`config.mk`:
```
export PLATFORM = sky130hd
export DESIGN_NAME = imm_ext_pipe
export DESIGN_NICKNAME = d
export VERILOG_FILES = /design/src/rtl/imm_ext_pipe.sv
export SDC_FILE = /design/constraint.sdc
export NUM_CORES = 1
export LEC_CHECK = 0
export ABC_AREA = 1
export CAP_MARGIN = 20
export CELL_PAD_IN_SITES_DETAIL_PLACEMENT = 1
export CELL_PAD_IN_SITES_GLOBAL_PLACEMENT = 1
export CORE_MARGIN = 10
export CORE_UTILIZATION = 35
export CTS_CLUSTER_DIAMETER = 30
export DETAILED_ROUTE_END_ITERATION = 8
export PLACE_DENSITY = 0.85
export SYNTH_ARGS = -nofsm -noshare
export SYNTH_HDL_FRONTEND = slang
export SYNTH_SLANG_ARGS = --single-unit
```
`constraint.sdc`:
```
create_clock -name clk -period 1.7 [get_ports clk]
set_input_delay 0.255 -clock clk [delete_from_list [all_inputs] [get_ports clk]]
set_output_delay 0.255 -clock clk [all_outputs]
set_load 0.02 [all_outputs]
```
`src/rtl/imm_ext_pipe.sv`:
```
// Immediate extender feeding a 2-entry FIFO: the immediate is extended on the way in,
// then buffered with a valid/ready handshake on each side, and accepted inputs are counted.
module imm_ext_pipe #(
    parameter int unsigned DATA_W = 32,
    parameter int unsigned IMM_W  = 16,
    parameter int unsigned CNT_W  = 16
) (
    input  logic              clk,
    input  logic              reset,
    input  logic              in_valid,
    output logic              in_ready,
    input  logic [31:0]       instr,
    input  logic [2:0]        ext_op,
    input  logic              flush,
    output logic              out_valid,
    input  logic              out_ready,
    output logic [DATA_W-1:0] imm,
    output logic              err,
    output logic [CNT_W-1:0]  acc_cnt
);

    localparam int unsigned PadW = DATA_W - IMM_W;

    if (DATA_W < IMM_W + 2 || IMM_W < 1 || IMM_W > 32 || CNT_W < 1) begin : g_bad_params
        $error("imm_ext_pipe: unsupported DATA_W/IMM_W/CNT_W combination");
    end

    logic [IMM_W-1:0]  w_field;
    logic [DATA_W-1:0] w_zext;
    logic [DATA_W-1:0] w_sext;
    logic [DATA_W-1:0] w_ext_imm;
    logic              w_ext_err;
    logic              w_push;
    logic              w_pop;
    logic              w_unused;

    logic [DATA_W-1:0] r_imm0;
    logic [DATA_W-1:0] r_imm1;
    logic              r_err0;
    logic              r_err1;
    logic [1:0]        r_count;
    logic [CNT_W-1:0]  r_acc;
    logic              r_live;

    // Only the immediate field and instr[10:6] are decoded; the rest is intentionally ignored.
    assign w_unused = ^instr;

    assign w_field = instr[IMM_W-1:0];
    assign w_zext  = {{PadW{1'b0}}, w_field};
    assign w_sext  = {{PadW{w_field[IMM_W-1]}}, w_field};

    always_comb begin
        w_ext_imm = '0;
        w_ext_err = 1'b0;
        case (ext_op)
            3'd0:    w_ext_imm = w_zext;
            3'd1:    w_ext_imm = w_sext;
            3'd2:    w_ext_imm = {w_field, {PadW{1'b0}}};
            3'd3:    w_ext_imm = {w_sext[DATA_W-3:0], 2'b00};
            3'd4:    w_ext_imm = {w_zext[DATA_W-3:0], 2'b00};
            3'd5:    w_ext_imm = DATA_W'(instr[10:6]);
            default: w_ext_err = 1'b1;
        endcase
    end

    // r_live keeps in_ready low through reset and releases it one cycle after deassertion.
    assign in_ready  = r_live && (r_count != 2'd2);
    assign out_valid = (r_count != 2'd0);
    assign imm       = r_imm0;
    assign err       = r_err0;
    assign acc_cnt   = r_acc;

    assign w_push = in_valid && in_ready;
    assign w_pop  = out_valid && out_ready;

    always_ff @(posedge clk) begin
        if (!reset) begin
            r_imm0  <= '0;
            r_imm1  <= '0;
            r_err0  <= 1'b0;
            r_err1  <= 1'b0;
            r_count <= 2'd0;
            r_acc   <= '0;
            r_live  <= 1'b0;
        end else begin
            r_live <= 1'b1;
            // Counted even when a flush drops the entry in the same cycle.
            if (w_push) begin
                r_acc <= r_acc + CNT_W'(1);
            end
            if (flush) begin
                r_count <= 2'd0;
            end else begin
                case (r_count)
                    2'd0: begin
                        if (w_push) begin
                            r_imm0  <= w_ext_imm;
                            r_err0  <= w_ext_err;
                            r_count <= 2'd1;
                        end
                    end
                    2'd1: begin
                        if (w_push && w_pop) begin
                            r_imm0 <= w_ext_imm;
                            r_err0 <= w_ext_err;
                        end else if (w_push) begin
                            r_imm1  <= w_ext_imm;
                            r_err1  <= w_ext_err;
                            r_count <= 2'd2;
                        end else if (w_pop) begin
                            r_count <= 2'd0;
                        end
                    end
                    2'd2: begin
                        if (w_pop) begin
                            r_imm0  <= r_imm1;
                            r_err0  <= r_err1;
                            r_count <= 2'd1;
                        end
                    end
                    default: r_count <= 2'd0;
                endcase
            end
        end
    end

endmodule
```
* Yosys cells after proc, flatten, opt, wreduce, memory -nomap -nowiden
Index checks and enable logic that the tools add are counted.
Storage, ports and cells: logic and storage cells 54, input port bits 40, flip-flop bits (word level) 85
Operators by class: equal/unequal tests 13, add/subtract/negate cells 1, reduce and logical (&&, ||, !) cells 13, bitwise logic cells 3, muxes and demuxes 17
Operator list (number):
- one-hot mux 32 bit (6 select lines) | 1
- two-way mux 32 bit | 3
- one-hot mux 32 bit (3 select lines) | 1
- adder 16 x 1 -> 16 bit, second input constant | 1
- two-way mux 2 bit | 5
- inequality test 2 bit, second input constant | 5
- AND reduction 4 bit | 2
- equality test 3 x 2 -> 1 bit, second input constant | 2
- equality test 3 bit, second input constant | 2
- one-hot mux 2 bit (3 select lines) | 1
- OR reduction 6 bit | 1
- two-way mux 1 bit | 5
- AND reduction 5 bit | 1
- logical AND 1 bit | 4
- equality test 3 x 1 -> 1 bit, second input constant | 1
- zero test 3 bit | 1
- inequality test 3 bit, second input constant | 1
- inverter 1 bit | 3
- one-hot mux 1 bit (3 select lines) | 1
- nonzero test 3 bit | 1
- equality test 2 x 1 -> 1 bit, second input constant | 1
- equality test 2 bit, second input constant | 1
- zero test 2 bit | 1
- nonzero test 2 bit | 1
- OR reduction 2 bit | 1

* Logic depth before layout (Yosys ltp)
Gate-level depths: netlist of the first run.
depth after elaboration 6, gate-level depth with buffers 11, mapped depth without buffers 10

* Least setup slack after synthesis of the first run
OpenSTA, ideal clock, no wires.
path kind reg2reg, from register r_acc[1], in the netlist acc_cnt[1], to register r_acc[12], in the netlist acc_cnt[12], stages on the path, launching flop included 9, arrival 1.427 ns, path slack 0.157 ns, clock period less this slack 1.543 ns, library setup time 0.116 ns, cell sequence dfxtp_1 -> ha_1 -> nand2_1 -> nor2_1 -> nand2_1 -> nor3_1 -> nand2_1 -> o21ai_0 -> nor2_1
Between the ends: word-level cells in the longest chain between the ends 1
Ends and longest elaborated chain:
- start: declaration | line 42 | logic [CNT_W-1:0] r_acc;
- start signal: assignment | line 89 | r_acc <= r_acc + CNT_W'(1);
- adder 16 x 1 -> 16 bit | line 89
Every way passes these cells. A chain may end at the register's enable or synchronous reset.

* Final worst setup path of the first run
from register r_acc[7], in the netlist acc_cnt[7], to output acc_cnt[7]
RTL lines:
- end: declaration | line 19 | output logic [CNT_W-1:0] acc_cnt
No word-level cell between the ends.

==> impl_metrics.ini, run 1 <==
[cts]
cts_tree = built
clock-sinks = 85
h-tree-depth = 3
clockRootBuffer = clkbuf_16
post_cts_buffers = 0
numCtsBuffers = 9
clk-insertion-delay-late_ns = 0.34
cts_hold_buf = 0
clk_pin_slew_ns = 0.06
cts_buffer_depth = 2

[pwr]
power_frac_clock_pct = 41.6
p_per_area_mw_per_mm2 = 814
pwr-share-seq_pct = 43.6
p_leak_uw = 0.00254
p_int_uw = 3510
comb_power_share_pct = 14.8
p_sw_uw = 1230
netSwitchingFraction_pct = 26.0
vdd_drop_max_uv = 488

[yosys]
synth.most_common_cell = nand2_1
synth_top_area_share_pct = 40.1
ys_ff_latch = 85
synth_largest_area_cell = dfxtp_1
synthXorXnorAreaFrac_pct = 0.206
synth-edff-count = 0
yosys-top-cells-count = 201 x nand2_1, 94 x nor2_1, 85 x dfxtp_1
synth_nets = 702
yosys.area_share.simple_pct = 37.3
synth.cell_area_sq_mm = 0.00425
seq_area_frac_synth_pct = 40.1
synthFlopType = dfxtp_1
yosys_warnings = 0
postSynthCellCount = 661
synth_top_family_by_area = simple AND/OR/NAND/NOR gates
yosys.area_share.adder_pct = 0.295
synth_area_leaders = dfxtp_1 40%, nand2_1 18%, nor2_1 8.3%, o21ai_0 7.4%, nand3_1 6.6%
syn_avg_cell_area_sq_um = 6.43
synth_mux_area_share_pct = 0
ys_async_sr_fraction_pct = 0
ys_types = 30
synth-compound-area-share_pct = 14.7

[global_routing]
gr-usage-all-layers_pct = 18.0
met2_usage_pct = 32.8
grt_pass1_wl_mm = 24.8
busiest_layer = met2
grt_pass1_vias = 5103
grt.met1_usage_pct = 20.4
grt_antenna_before_repair = 0
met3_usage_pct = 3.77
grt-ovfl-total = 0
grt_max_degree = 49

[worst_setup_path]
arrival_ns = 1.38
crit_chain = clkdlybuf4s50_1
critPathKind = reg -> out
startpoint_type = flip-flop
critPathMaxFanout = 5
cp_data_required_time_ns = 1.44
path_depth = 1
slowest_stage = clkdlybuf4s50_1
end_kind = output pin
cp_top_family = buffers and inverters
crit_buf_inv = 1
rr_worst_depth = 10
cp_slowest_stage_delay_ns = 0.64

[route]
routed_via_density = 5.20
drtIter0Drc = 233
vias = 4760
postRouteAntennaNets = 0
detail_route.drc_violations = 0
wl_per_cell_um = 16.3
first_pass_iters = 4
drt-total-wl_mm = 15.0

[placed_design]
dp_hpwl_mm = 11.1
placement.cell_area_sq_mm = 0.00551
gp_congestion = 0.871
io_buffers = 74

[timing]
clock.fmax_mhz = 610
fin_setup_tns_ns = 0
fin_crit_ns = 1.64
rsz0062_at_grt = true
finalSetupViolations = 0
maxSlewHeadroom_pct = 73.8
skew_ns = 0.0121
fin_crit_sh_pct = 96.4
drv_slew = 0
tightest_slew_ns = 0.392
hold_violations = 0

[worst_hold_path]
hold_depth = 2
hold_class = reg -> reg

[die]
die_w_um = 130
start_util_pct = 35.5
ios = 91
die-height_um = 130
die_area_sq_mm = 0.0169
coreArea_sq_mm = 0.0120
rows = 40

[run_status]
outcome = complete, no violations

[cells_and_area]
diodes = 0
fillers = 1569
drive_above_1_share_pct = 10.9
flow.area_growth_from_synthesis_pct = 37.2
stdcell_area_sq_mm = 0.00583
nNetsFinal = 805
multi_input_area_sq_mm = 0.00224
ff_latch_area_sq_mm = 0.00170

[flow_run]
drv_cap = 0
## registers in the layout, summed over array words and instances, names as in the netlist
signal	flops
acc_cnt	16
err	1
imm	32
r_count	2
r_err1	1
r_imm1	32
r_live	1
## timing repair
item                       in CTS  in global routing
setup endpoints to repair       3                 18
resized for setup               3                 13
pin swaps                       0                  0
## final timing paths
kind	start	to	slack [ns]
worst max-delay path	acc_cnt[7]	acc_cnt[7]	0.06
worst min-delay path	r_imm1[0]	r_imm1[0]	0.48
worst max register to register	r_count[0]	imm[29]	0.12
worst min register to register	r_imm1[0]	r_imm1[0]	0.48
## layout make-up
type | instances | share of cell area (%)
inverter | 36 | 2.32
sequential | 85 | 29.2
timing repair buffer | 133 | 21.8
clock buffer | 11 | 4.17
multi-input combinational | 499 | 38.5
clock inverter | 4 | 0.837
tap | 147 | 3.16
## power by group through the flow
stage / clock [uW] / sequential [uW] / combinational, uW
after floorplan: 0 / 2160 / 291
after global placement: 0 / 2110 / 681
after detailed placement: 0 / 2110 / 700
after CTS: 2020 / 2070 / 705
after global routing: 2110 / 2070 / 775
final: 1970 / 2070 / 703
## routing by layer
| metal | vias to the layer above | wire [um] |
|---|---|---|
| met5 | - | 0 |
| met4 | 0 | 291 |
| met3 | 21 | 676 |
| met2 | 94 | 7780 |
| met1 | 2277 | 6200 |
| li1 | 2368 | - |
## cells in the final DEF, fill, tap and decap left out, types with 17 or more instances in the layout
cell type / instances
a21oi_1: 34
buf_4: 52
clkdlybuf4s50_1: 64
dfxtp_1: 85
inv_1: 32
nand2_1: 201
nand3_1: 56
nand4_1: 17
nor2_1: 93
o21ai_0: 62
## through the flow
step                      total power [uW]  utilization [%]  setup slack, ns  cells  hold WS (ns)
after CTS                             4800             48.5          0.00465    915         0.483
after detailed placement              2810             46.1           -0.235    900         0.469
after global placement                2790             46.1           -0.170    900         0.439
final                                 4740             48.7           0.0619    915         0.484
after global routing                  4950             48.7          -0.0168    915         0.506
after floorplan                       2450                -            0.157    661         0.283
## cells by family (layout without fill, tap and decap cells)
kind of cell	after synthesis	in the layout
buf+inv	77	184
fa+ha+maj	1	1
simple gates	379	379
xor+xnor	1	1
compound gates	118	118
flops	85	85
Power figures use the tool's default switching activity.
==> run 2: changes to the inputs <==
--- a/config.mk
+++ b/config.mk
@@ -10,10 +10,11 @@
 export CELL_PAD_IN_SITES_DETAIL_PLACEMENT = 1
 export CELL_PAD_IN_SITES_GLOBAL_PLACEMENT = 1
 export CORE_MARGIN = 10
-export CORE_UTILIZATION = 35
+export CORE_UTILIZATION = 39
+export CTS_BUF_LIST = sky130_fd_sc_hd__clkbuf_8
 export CTS_CLUSTER_DIAMETER = 30
 export DETAILED_ROUTE_END_ITERATION = 8
-export PLACE_DENSITY = 0.85
+export PLACE_DENSITY = 0.93
 export SYNTH_ARGS = -nofsm -noshare
 export SYNTH_HDL_FRONTEND = slang
 export SYNTH_SLANG_ARGS = --single-unit
==> constraint.sdc (replaced) <==
create_clock -name clk -period 1.9 [get_ports clk]
set_input_delay 0.285 -clock clk [delete_from_list [all_inputs] [get_ports clk]]
set_output_delay 0.285 -clock clk [all_outputs]
set_load 0.02 [all_outputs]
==> run 2 against run 1 <==
Via count decreased by 1.5%. Largest power group unchanged. Sequential share of layout area increased by 1.5 points. Worst setup slack improved by 0.051 ns. Combinational power decreased by 16%. Total power decreased by 18%. Flip-flop and latch count unchanged. Clock power decreased by 26%. Non-clock buffer count decreased by 20. Register-to-register slack improved by 0.11 ns. Highest routed layer unchanged.
==> impl_metrics.ini, run 2 (synthesized netlist as in run 1, its figures left out) <==
[route]
postRouteAntennaNets = 0
routed_via_density = 5.27
wl_per_cell_um = 16.6
drtIter0Drc = 249
detail_route.drc_violations = 0
first_pass_iters = 4
vias = 4687
drt-total-wl_mm = 14.7

[pwr]
comb_power_share_pct = 15.1
p_leak_uw = 0.00229
p_sw_uw = 1070
pwr-share-seq_pct = 47.4
power_frac_clock_pct = 37.5
vdd_drop_max_uv = 335
p_per_area_mw_per_mm2 = 704
netSwitchingFraction_pct = 27.4
power_uw = 3900
p_int_uw = 2830

[worst_setup_path]
rr_worst_depth = 8
worstSetupStartpoint = r_count[0]
cp_slowest_stage_delay_ns = 0.40
crit_chain = inv_2 -> nand2_4 -> inv_2 -> nor2_1 -> dlygate4sd2_1
end_kind = output pin
critPathMaxFanout = 4
critPathKind = reg -> out
worstReg2RegEnd = acc_cnt[12]
ff2ff_setup_slack_ns = 0.23
setup.worst_path.end = in_ready
startpoint_type = flip-flop
worst_path_most_repeated_cell = inv_2
cp_top_family = buffers and inverters
worst_r2r_startpoint = acc_cnt[0]
arrival_ns = 1.50
crit_buf_inv = 3
cp_data_required_time_ns = 1.62
path_depth = 5
slowest_stage = dfxtp_1

[placed_design]
pre_cts_slack_ns = -0.0641
dp_hpwl_mm = 11.0
io_buffers = 74
dp_cells = 873
gp_congestion = 0.887

[cells_and_area]
nNetsFinal = 785
final_cell_mix = 201 x nand2_1, 93 x nor2_1, 85 x dfxtp_1
diodes = 0
fin_cells = 889
final_common_cell = nand2_1
final_util_pct = 51.6
drive_above_1_share_pct = 8.41
flow.area_growth_from_synthesis_pct = 30.5
fillers = 1464

[global_routing]
grt_antenna_before_repair = 0
grt_pass1_wl_mm = 24.4
grt_pass1_vias = 4874
grt-ovfl-total = 0
gr-usage-all-layers_pct = 18.4
grt_max_degree = 49

[run_status]
outcome = complete, no violations

[timing]
rsz0062_at_grt = false
hold_violations = 0
finalSetupViolations = 0
skew_ns = 0.00905
fin_crit_ns = 1.79
drv_slew = 0
clock.fmax_mhz = 560
tightest_slew_ns = 0.367
maxSlewHeadroom_pct = 75.3
fin_crit_sh_pct = 94.0
fin_ws_ns = 0.113

[die]
die_w_um = 124
ios = 91
rows = 38
coreArea_sq_mm = 0.0107
die_area_sq_mm = 0.0155
start_util_pct = 39.5
die-height_um = 124

[cts]
numCtsBuffers = 9
clock-sinks = 85
post_cts_buffers = 0
cts_hold_buf = 0
clk-insertion-delay-late_ns = 0.37
cts_buffer_depth = 2
cts_tree = built
postCtsResizedCells = 1
h-tree-depth = 3
clockRootBuffer = clkbuf_8
clk_pin_slew_ns = 0.09

[worst_hold_path]
hold_class = reg -> reg

[flow_run]
drv_cap = 0
-- run 2: cell types whose count changed in the layout (fill, tap and decap cells not counted), sizes merged --
cell	change
buf	-20
bufinv	+1
clkbuf	-2
clkdlybuf4s50	+8
clkinv	-2
clkinvlp	+2
dlygate4sd2	-1
dlymetal6s2s	-6
inv	+1
-- run 2: metrics by stage --
stage | instance area [sq um] | TNS, ns | hold WS (ns)
2_1_floorplan | 4250 | 0 | 0.313
3_3_place_gp | 5320 | 0 | 0.437
6_report | 5540 | 0 | 0.466
3_5_place_dp | 5320 | -0.257 | 0.450
4_1_cts | 5540 | 0 | 0.463
5_1_grt | 5540 | 0 | 0.495
-- run 2: area by class of cell --
type                            count  area (sq um)  area share [%]
Timing Repair Buffer              113          1070            19.3
Inverter                           36           135            2.44
Clock inverter                      6          87.6            1.58
Multi-Input combinational cell    499          2230            40.3
Tap cell                          140           175            3.16
Clock buffer                       10           138            2.48
Sequential cell                    85          1700            30.7
-- run 2: how the worst min path moves through the flow --
| stage | startpoint | end | cells past startpoint |
|---|---|---|---|
| 5_1_grt | r_imm1[1] | r_imm1[1] | 2 |
| 2_1_floorplan | reset | r_live | 0 |
| 4_1_cts | r_imm1[1] | r_imm1[1] | 2 |
| 6_report | r_imm1[1] | r_imm1[1] | 2 |
| 3_3_place_gp | r_imm1[1] | r_imm1[1] | 2 |
| 3_5_place_dp | r_imm1[1] | r_imm1[1] | 2 |
-- run 2: worst register-to-register path, delay by kind of cell (launching register included) --
family                     cells  cell delay [ns]
AOI/OAI and AO/OA              1             0.17
adders and majority gates      1             0.19
and+or+nand+nor                6             0.84
DFF                            1             0.39
-- run 2: power by group through the flow --
stage               Sequential [uW]  Combinational (uW)  Clock (uW)
floorplan                      1930                 260           0
global placement               1890                 564           0
detailed placement             1890                 590           0
CTS                            1850                 596        1490
global route                   1850                 648        1570
finish                         1850                 591        1460
-- run 2: per-layer routing --
layer / wire, um / track usage (%) / vias up
met5: 0 / 0 / -
met4: 296 / 5.55 / 0
met3: 467 / 4.09 / 24
met2: 7680 / 33.6 / 79
met1: 6300 / 20.8 / 2261
li1: - / - / 2323
